**src/rtl/spi_host_cmd_arb_pkg.sv**
```systemverilog
// Shared types and helpers for the multi-channel SPI host command arbiter.
package spi_host_cmd_arb_pkg;

    typedef enum logic [1:0] {
        IDLE  = 2'd0,
        OFFER = 2'd1,
        LOCK  = 2'd2
    } arb_state_e;

    // Upper bound on channel count supported by the round-robin search.
    localparam int unsigned MaxCh = 32;

    // First set bit of req[n-1:0] searching upward from start, wrapping at n.
    // Returns start when nothing is requested (caller only uses it when |req).
    function automatic int unsigned rr_pick(input logic [MaxCh-1:0] req,
                                            input int unsigned      n,
                                            input int unsigned      start);
        int unsigned idx;
        logic        found;
        rr_pick = start;
        found   = 1'b0;
        idx     = 0;
        for (int unsigned i = 0; i < MaxCh; i++) begin
            if (i < n && !found) begin
                idx = start + i;
                if (idx >= n) idx = idx - n;
                if (req[idx[4:0]]) begin
                    rr_pick = idx;
                    found   = 1'b1;
                end
            end
        end
    endfunction

endpackage

```
**src/rtl/spi_host_cmd_arb_fifo.sv**
```systemverilog
// Per-channel circular command FIFO with occupancy count and synchronous flush.
module spi_host_cmd_arb_fifo #(
    parameter  int unsigned Width = 65,
    parameter  int unsigned Depth = 4,
    localparam int unsigned CntW  = $clog2(Depth + 1)
) (
    input  logic             clk_i,
    input  logic             rst_ni,
    input  logic             flush_i,
    input  logic             push_i,
    input  logic [Width-1:0] data_i,
    input  logic             pop_i,
    output logic [Width-1:0] data_o,
    output logic [CntW-1:0]  count_o
);

    localparam int unsigned PtrW = (Depth > 1) ? $clog2(Depth) : 1;
    localparam logic [PtrW-1:0] PtrLast = PtrW'(Depth - 1);

    logic [Width-1:0] mem_q [Depth];
    logic [PtrW-1:0]  wr_ptr_q, rd_ptr_q;
    logic [CntW-1:0]  count_q;
    logic             do_push, do_pop;

    // Guard against overflow/underflow locally even though the top qualifies both.
    assign do_push = push_i && (count_q != CntW'(Depth));
    assign do_pop  = pop_i  && (count_q != '0);

    // Pointer and occupancy bookkeeping; flush wins over any push/pop.
    always_ff @(posedge clk_i or negedge rst_ni) begin
        if (!rst_ni) begin
            wr_ptr_q <= '0;
            rd_ptr_q <= '0;
            count_q  <= '0;
        end else if (flush_i) begin
            wr_ptr_q <= '0;
            rd_ptr_q <= '0;
            count_q  <= '0;
        end else begin
            if (do_push) wr_ptr_q <= (wr_ptr_q == PtrLast) ? '0 : wr_ptr_q + 1'b1;
            if (do_pop)  rd_ptr_q <= (rd_ptr_q == PtrLast) ? '0 : rd_ptr_q + 1'b1;
            if (do_push && !do_pop)      count_q <= count_q + 1'b1;
            else if (!do_push && do_pop) count_q <= count_q - 1'b1;
        end
    end

    // Storage array; contents are only meaningful below count_q, so no reset.
    always_ff @(posedge clk_i) begin
        if (do_push && !flush_i) mem_q[wr_ptr_q] <= data_i;
    end

    assign data_o  = mem_q[rd_ptr_q];
    assign count_o = count_q;

endmodule

```
**src/rtl/spi_host_cmd_arbiter.sv**
```systemverilog
// Per-channel command queues arbitrated round-robin onto the SPI host core,
// keeping chip-select atomic across CSAAT segments with a stall timeout.
module spi_host_cmd_arbiter
    import spi_host_cmd_arb_pkg::*;
#(
    parameter  int unsigned NumCh       = 2,
    parameter  int unsigned CmdDepth    = 4,
    parameter  int unsigned CmdW        = 64,
    parameter  int unsigned LockTimeout = 1024,
    localparam int unsigned ChW         = (NumCh > 1) ? $clog2(NumCh) : 1,
    localparam int unsigned QdW         = $clog2(CmdDepth + 1)
) (
    input  logic                  clk_i,
    input  logic                  rst_ni,
    input  logic                  sw_rst_i,
    input  logic [NumCh*CmdW-1:0] cmd_i,
    input  logic [NumCh-1:0]      cmd_csaat_i,
    input  logic [NumCh-1:0]      cmd_valid_i,
    output logic [NumCh-1:0]      busy_o,
    output logic [NumCh-1:0]      err_busy_o,
    output logic [NumCh*QdW-1:0]  qd_o,
    output logic [CmdW-1:0]       core_cmd_o,
    output logic                  core_csaat_o,
    output logic [ChW-1:0]        core_ch_o,
    output logic                  core_valid_o,
    input  logic                  core_ready_i,
    output logic                  locked_o,
    output logic                  lock_timeout_o
);

    localparam int unsigned TW = (LockTimeout > 0) ? $clog2(LockTimeout + 1) : 1;
    localparam logic [TW-1:0] ToLast = (LockTimeout > 0) ? TW'(LockTimeout - 1) : '0;

    arb_state_e       state_q, state_d;
    logic [ChW-1:0]   grant_q, grant_d, rr_q, rr_d, grant_nxt;
    logic [TW-1:0]    tmo_q, tmo_d;

    logic [NumCh-1:0] full, nonempty, push, pop;
    logic [QdW-1:0]   cnt  [NumCh];
    logic [CmdW:0]    head [NumCh];
    logic [CmdW:0]    head_sel;
    logic [QdW-1:0]   grant_cnt;
    logic [MaxCh-1:0] req;
    logic             offer;

    for (genvar c = 0; c < NumCh; c++) begin : g_ch
        assign full[c]      = (cnt[c] == QdW'(CmdDepth));
        assign nonempty[c]  = (cnt[c] != '0);
        // Full check uses the registered count, so a same-cycle pop does not help.
        assign push[c]       = cmd_valid_i[c] && !full[c];
        assign busy_o[c]     = full[c];
        assign err_busy_o[c] = cmd_valid_i[c] && full[c] && !sw_rst_i;
        assign qd_o[c*QdW +: QdW] = cnt[c];

        spi_host_cmd_arb_fifo #(
            .Width (CmdW + 1),
            .Depth (CmdDepth)
        ) u_fifo (
            .clk_i   (clk_i),
            .rst_ni  (rst_ni),
            .flush_i (sw_rst_i),
            .push_i  (push[c]),
            .data_i  ({cmd_csaat_i[c], cmd_i[c*CmdW +: CmdW]}),
            .pop_i   (pop[c]),
            .data_o  (head[c]),
            .count_o (cnt[c])
        );
    end

    assign req       = MaxCh'(nonempty);
    assign head_sel  = head[grant_q];
    assign grant_cnt = cnt[grant_q];
    assign grant_nxt = (grant_q == ChW'(NumCh - 1)) ? '0 : grant_q + 1'b1;

    // Core-facing outputs are zero whenever nothing is being offered.
    assign offer        = (state_q == OFFER);
    assign core_valid_o = offer;
    assign core_cmd_o   = offer ? head_sel[CmdW-1:0] : '0;
    assign core_csaat_o = offer ? head_sel[CmdW] : 1'b0;
    assign core_ch_o    = offer ? grant_q : '0;
    assign locked_o     = (state_q == LOCK);

    // Arbitration FSM: pick a channel, offer its head, hold grant across CSAAT.
    always_comb begin
        state_d        = state_q;
        grant_d        = grant_q;
        rr_d           = rr_q;
        tmo_d          = tmo_q;
        pop            = '0;
        lock_timeout_o = 1'b0;
        unique case (state_q)
            IDLE: begin
                if (|nonempty) begin
                    grant_d = ChW'(rr_pick(req, NumCh, 32'(rr_q)));
                    state_d = OFFER;
                end
            end
            OFFER: begin
                if (core_ready_i) begin
                    pop[grant_q] = 1'b1;
                    if (!head_sel[CmdW]) begin
                        rr_d    = grant_nxt;
                        state_d = IDLE;
                    end else if (grant_cnt == QdW'(1)) begin
                        // CSAAT segment drained the queue: hold CS for this channel.
                        state_d = LOCK;
                        tmo_d   = '0;
                    end
                end
            end
            LOCK: begin
                if (nonempty[grant_q]) begin
                    state_d = OFFER;
                end else if (LockTimeout != 0 && tmo_q == ToLast) begin
                    lock_timeout_o = 1'b1;
                    rr_d           = grant_nxt;
                    state_d        = IDLE;
                end else if (tmo_q != '1) begin
                    tmo_d = tmo_q + 1'b1;
                end
            end
            default: state_d = IDLE;
        endcase
    end

    // Arbiter state registers; software reset matches hardware reset.
    always_ff @(posedge clk_i or negedge rst_ni) begin
        if (!rst_ni) begin
            state_q <= IDLE;
            grant_q <= '0;
            rr_q    <= '0;
            tmo_q   <= '0;
        end else if (sw_rst_i) begin
            state_q <= IDLE;
            grant_q <= '0;
            rr_q    <= '0;
            tmo_q   <= '0;
        end else begin
            state_q <= state_d;
            grant_q <= grant_d;
            rr_q    <= rr_d;
            tmo_q   <= tmo_d;
        end
    end

endmodule
```
**config.mk**
```make
export PLATFORM = sky130hd
export DESIGN_NAME = spi_host_cmd_arbiter
export DESIGN_NICKNAME = d
export VERILOG_FILES = /design/src/rtl/spi_host_cmd_arb_pkg.sv /design/src/rtl/spi_host_cmd_arb_fifo.sv /design/src/rtl/spi_host_cmd_arbiter.sv
export SDC_FILE = /design/constraint.sdc
export NUM_CORES = 1
export LEC_CHECK = 0
export ABC_CLOCK_PERIOD_IN_PS = 7000
export BUFFER_PORTS_ARGS = -buffer_cell sky130_fd_sc_hd__buf_2
export CORE_UTILIZATION = 50
export DETAILED_ROUTE_END_ITERATION = 12
export PLACE_DENSITY_LB_ADDON = 0.1
export SLEW_MARGIN = 20
export SYNTH_ARGS = -nofsm -noshare
export SYNTH_HDL_FRONTEND = slang
export SYNTH_SLANG_ARGS = --single-unit
```
**constraint.sdc**
```tcl
create_clock -name clk_i -period 7 [get_ports clk_i]
set_input_delay 0.7 -clock clk_i [delete_from_list [all_inputs] [get_ports clk_i]]
set_output_delay 0.7 -clock clk_i [all_outputs]
set_load 0.01 [all_outputs]
```
==> results.rst <==
.. list-table::
   :header-rows: 1

   * - Metric
     - Value
   * - Fill cell instance count of the final layout
     - 3148
   * - Total global-route track usage
     - 20.9%
   * - Number of standard cells after synthesis
     - 1028
   * - IO buf count
     - 214
   * - Max-cap violation count
     - 0
   * - Root buffer cell
     - sky130_fd_sc_hd__clkbuf_16
   * - Tightest Pin Transition
     - 1150 ps
   * - Buffers inserted by post-CTS timing repair
     - 0
   * - WS Path Type
     - reg2out
   * - Maximum fanout encountered on the critical timing path
     - 36
   * - Fin crit period
     - 4030 ps
   * - Post-cts sizing count
     - 0
   * - Final Skew
     - 14.5 ps
   * - Total routed wirelength
     - 44.9 mm
   * - Prevailing post-synth register cell
     - sky130_fd_sc_hd__edfxtp_1
   * - Via total after detailed routing
     - 10530
   * - Post-route DRC violation count
     - 0
   * - Die Outline Area
     - 44100 µm²
   * - Post-synth top area cell
     - sky130_fd_sc_hd__edfxtp_1
   * - Pleak
     - 8.34 nW
   * - Crit path capture type
     - output pin
   * - Number of global-route vias before repair
     - 11069
   * - Launch point of the worst path
     - g_ch[1].u_fifo.rd_ptr_q[0]
   * - Buffer levels on the longest clock path
     - 3
   * - Top cells by area in the synthesized netlist
     - sky130_fd_sc_hd__edfxtp_1 72%, sky130_fd_sc_hd__mux4_2 14%, sky130_fd_sc_hd__dfrtp_1 3.4%
   * - Avg WL per Cell
     - 23.7 µm
   * - Unrepaired setup endpoints after global routing
     - no
   * - Global-route wire length before repair
     - 67.1 mm
   * - Fin crit share
     - 57.6%
   * - Mapped Area
     - 21600 µm²
   * - Starting density of the core
     - 51.1%
   * - Yosys synthesis warning count
     - 0
   * - Number of placed instances with taps included
     - 1780
   * - Count of state elements after synthesis
     - 549
   * - Die width
     - 210 µm
   * - Accumulated negative setup slack
     - 0 ps
   * - Highest Clock Rate
     - 248 MHz
   * - Iter 0 DRT Violations
     - 653
   * - Number of enable-type register cells in the synthesized netlist
     - 520
   * - Tightest slew margin relative to the limit
     - 23.3%
   * - Final count of negative-setup-slack endpoints
     - 0
   * - Internal power
     - 5.99 mW
   * - Switching fraction of total power
     - 25.8%
   * - Mean instance size in the synthesized netlist
     - 21.0 µm²
   * - Worst reg2reg path startpoint
     - state_q[0]
   * - FFs w/ async S/R, synth
     - 5.28%
   * - GP Congestion
     - 0.763
   * - CP Data Required Time
     - 6300 ps
   * - Run status
     - complete, no violations
   * - Iteration count of the initial detailed-routing pass
     - 5
   * - Overflow left after global routing
     - 0
   * - Synthesis-to-finish area growth
     - 16.0%
   * - Arrival time at the worst endpoint
     - 3330 ps
   * - TritonCTS clock tree
     - built
   * - Pin count of the biggest net entering global routing
     - 69
   * - Max Transition Viols Final
     - 0
   * - Clock sink count
     - 549
   * - Synth top cells by count
     - 520 x sky130_fd_sc_hd__edfxtp_1, 130 x sky130_fd_sc_hd__mux4_2, 87 x sky130_fd_sc_hd__nor2_1, 67 x sky130_fd_sc_hd__mux2i_1, 29 x sky130_fd_sc_hd__dfrtp_1
   * - Post-route ant nets
     - 0
   * - Core Footprint
     - 42300 µm²
   * - Antenna violations before repair
     - 14
   * - Share of layout cells above drive strength 1
     - 36.2%
   * - Worst vdd ir
     - 0.213 mV
   * - Overall die height
     - 210 µm
   * - Hpwl dp
     - 25.3 mm
   * - Sequential area share after synthesis
     - 75.6%
   * - CTS buffer count
     - 56
   * - Cell with the most instances after synthesis
     - sky130_fd_sc_hd__edfxtp_1
   * - Combinational power share
     - 16.4%
   * - Clk pwr share
     - 35.0%
   * - Sequential power share
     - 48.5%
   * - Nets
     - 1409
   * - Number of buffers inserted for hold repair after clock tree synthesis
     - 0
   * - Synth unique cells
     - 54
   * - Startpoint types
     - register
   * - Clock slew at reported path FFs
     - 60 ps
   * - Final Non-Filler Cells
     - 1891
   * - # IOs
     - 215
   * - Type of the tightest min-delay check
     - in2async
   * - Number of levels the H-tree was split into
     - 2
   * - Hold Fails Final Rpt
     - 0
   * - Clock latency of the later-clocked register in the worst-skew pair
     - 600 ps
   * - Fraction of synthesized cell area taken by the top area cell type
     - 72.2%
   * - Total power per unit cell area
     - 322 nW/µm²
   * - NetSw
     - 2.08 mW
   * - Slowest cell on the critical path
     - sky130_fd_sc_hd__dfrtp_4
   * - Vias per cell
     - 5.57
   * - Cell breakdown of the critical path
     - buf_4, mux4_2, mux2i_4, nor2_1, buf_2
   * - Row cnt
     - 75
   * - Synthesized netlist net count
     - 1176
   * - Longest individual stage delay on the worst path
     - 850 ps
## cells by family (layout without fill, tap and decap cells)
logic type | count (synthesis) | after routing | synth area share, %
AO/OA/AOI/OAI | 39 | 39 | 1.60
XOR/XNOR | 7 | 7 | 0.318
adder cells (fa/ha/maj) | 12 | 12 | 0.764
buffers and inverters | 66 | 346 | 1.36
flip-flops | 549 | 549 | 75.6
multiplexers | 201 | 201 | 17.0
other | 0 | 6 | 0
AND/OR/NAND/NOR | 154 | 154 | 3.39
## placed cells by master, fill, tap and decap left out, drive strengths merged, types with 3 or more instances in the layout
master	count
a31oi	9
a21oi	12
nand2	16
or3	3
bufinv	3
nor3b	5
mux4	130
xnor2	6
dfrtp	29
diode	6
mux2i	69
ha	10
o21ai	5
a41oi	3
edfxtp	520
clkbuf	75
nand3	10
and2	9
nor2	87
inv	16
clkinv	24
nand2b	6
nor3	7
buf	227
## layer usage
metal,share of wire (%),GRT usage [%],vias up
li1,-,-,4671
met1,42,27.8,5513
met3,5.3,4.35,75
met4,2.1,6.72,16
met2,50,34.6,255
met5,0.19,0,-
## critical path, delay by kind of cell (launching register included)
kind                   cells  cell delay [ps]
muxes                      2              840
and+or+nand+nor            1               80
buffers and inverters      2              950
DFF                        1              850
## power by group through the flow
stage	sequential, mW	combinational, mW	clock (mW)
floorplan	3.89	0.961	0
global placement	3.99	1.35	0
CTS	3.93	1.36	2.89
detailed placement	3.99	1.36	0
finish	3.92	1.33	2.83
global route	3.94	1.45	3.01
## flip-flops by register name, summed over array words and instances, names as in the netlist
name	cells
grant_q	1
tmo_q	11
g_ch.u_fifo.wr_ptr_q	4
g_ch.u_fifo.rd_ptr_q	4
rr_q	1
g_ch.u_fifo.count_o	6
state_q	2
g_ch.u_fifo.mem_q	520
## area by class of cell
cell class / count / area [µm²] / share of cell area [%]
Clock inverter: 30 / 226 / 0.903
Inverter: 14 / 52.6 / 0.210
Clock buffer: 75 / 1520 / 6.08
Tap cell: 577 / 722 / 2.88
Sequential cell: 549 / 16400 / 65.2
Timing Repair Buffer: 227 / 1170 / 4.67
Antenna cell: 6 / 15.0 / 0.0599
Multi-Input combinational cell: 413 / 5010 / 20.0
## per-stage QoR
stage | setup slack, ps | area (µm²) | hold slack, ps | power (mW) | util (%)
3_3_place_gp | 3400 | 23300 | 484 | 5.34 | 55.1
2_1_floorplan | 3770 | 21600 | 404 | 4.85 | -
3_5_place_dp | 3400 | 23300 | 495 | 5.35 | 55.1
4_1_cts | 2760 | 25100 | 145 | 8.18 | 59.2
6_report | 2970 | 25100 | 144 | 8.07 | 59.3
5_1_grt | 2660 | 25100 | 176 | 8.40 | 59.2
## worst paths after layout
| kind | endpoint | slack (ps) | cells after the start |
|---|---|---|---|
| min in group clk_i | g_ch[1].u_fifo.mem_q[1][52] | 310 | 1 |
| max in group asynchronous | grant_q | 6320 | 1 |
| min | g_ch[0].u_fifo.count_o[2] | 140 | 1 |
| max | core_csaat_o | 2970 | 5 |
| max reg2reg | g_ch[0].u_fifo.count_o[2] | 3740 | 7 |
| min reg2reg | rr_q | 500 | 1 |
(Power assumes the default switching activity.)
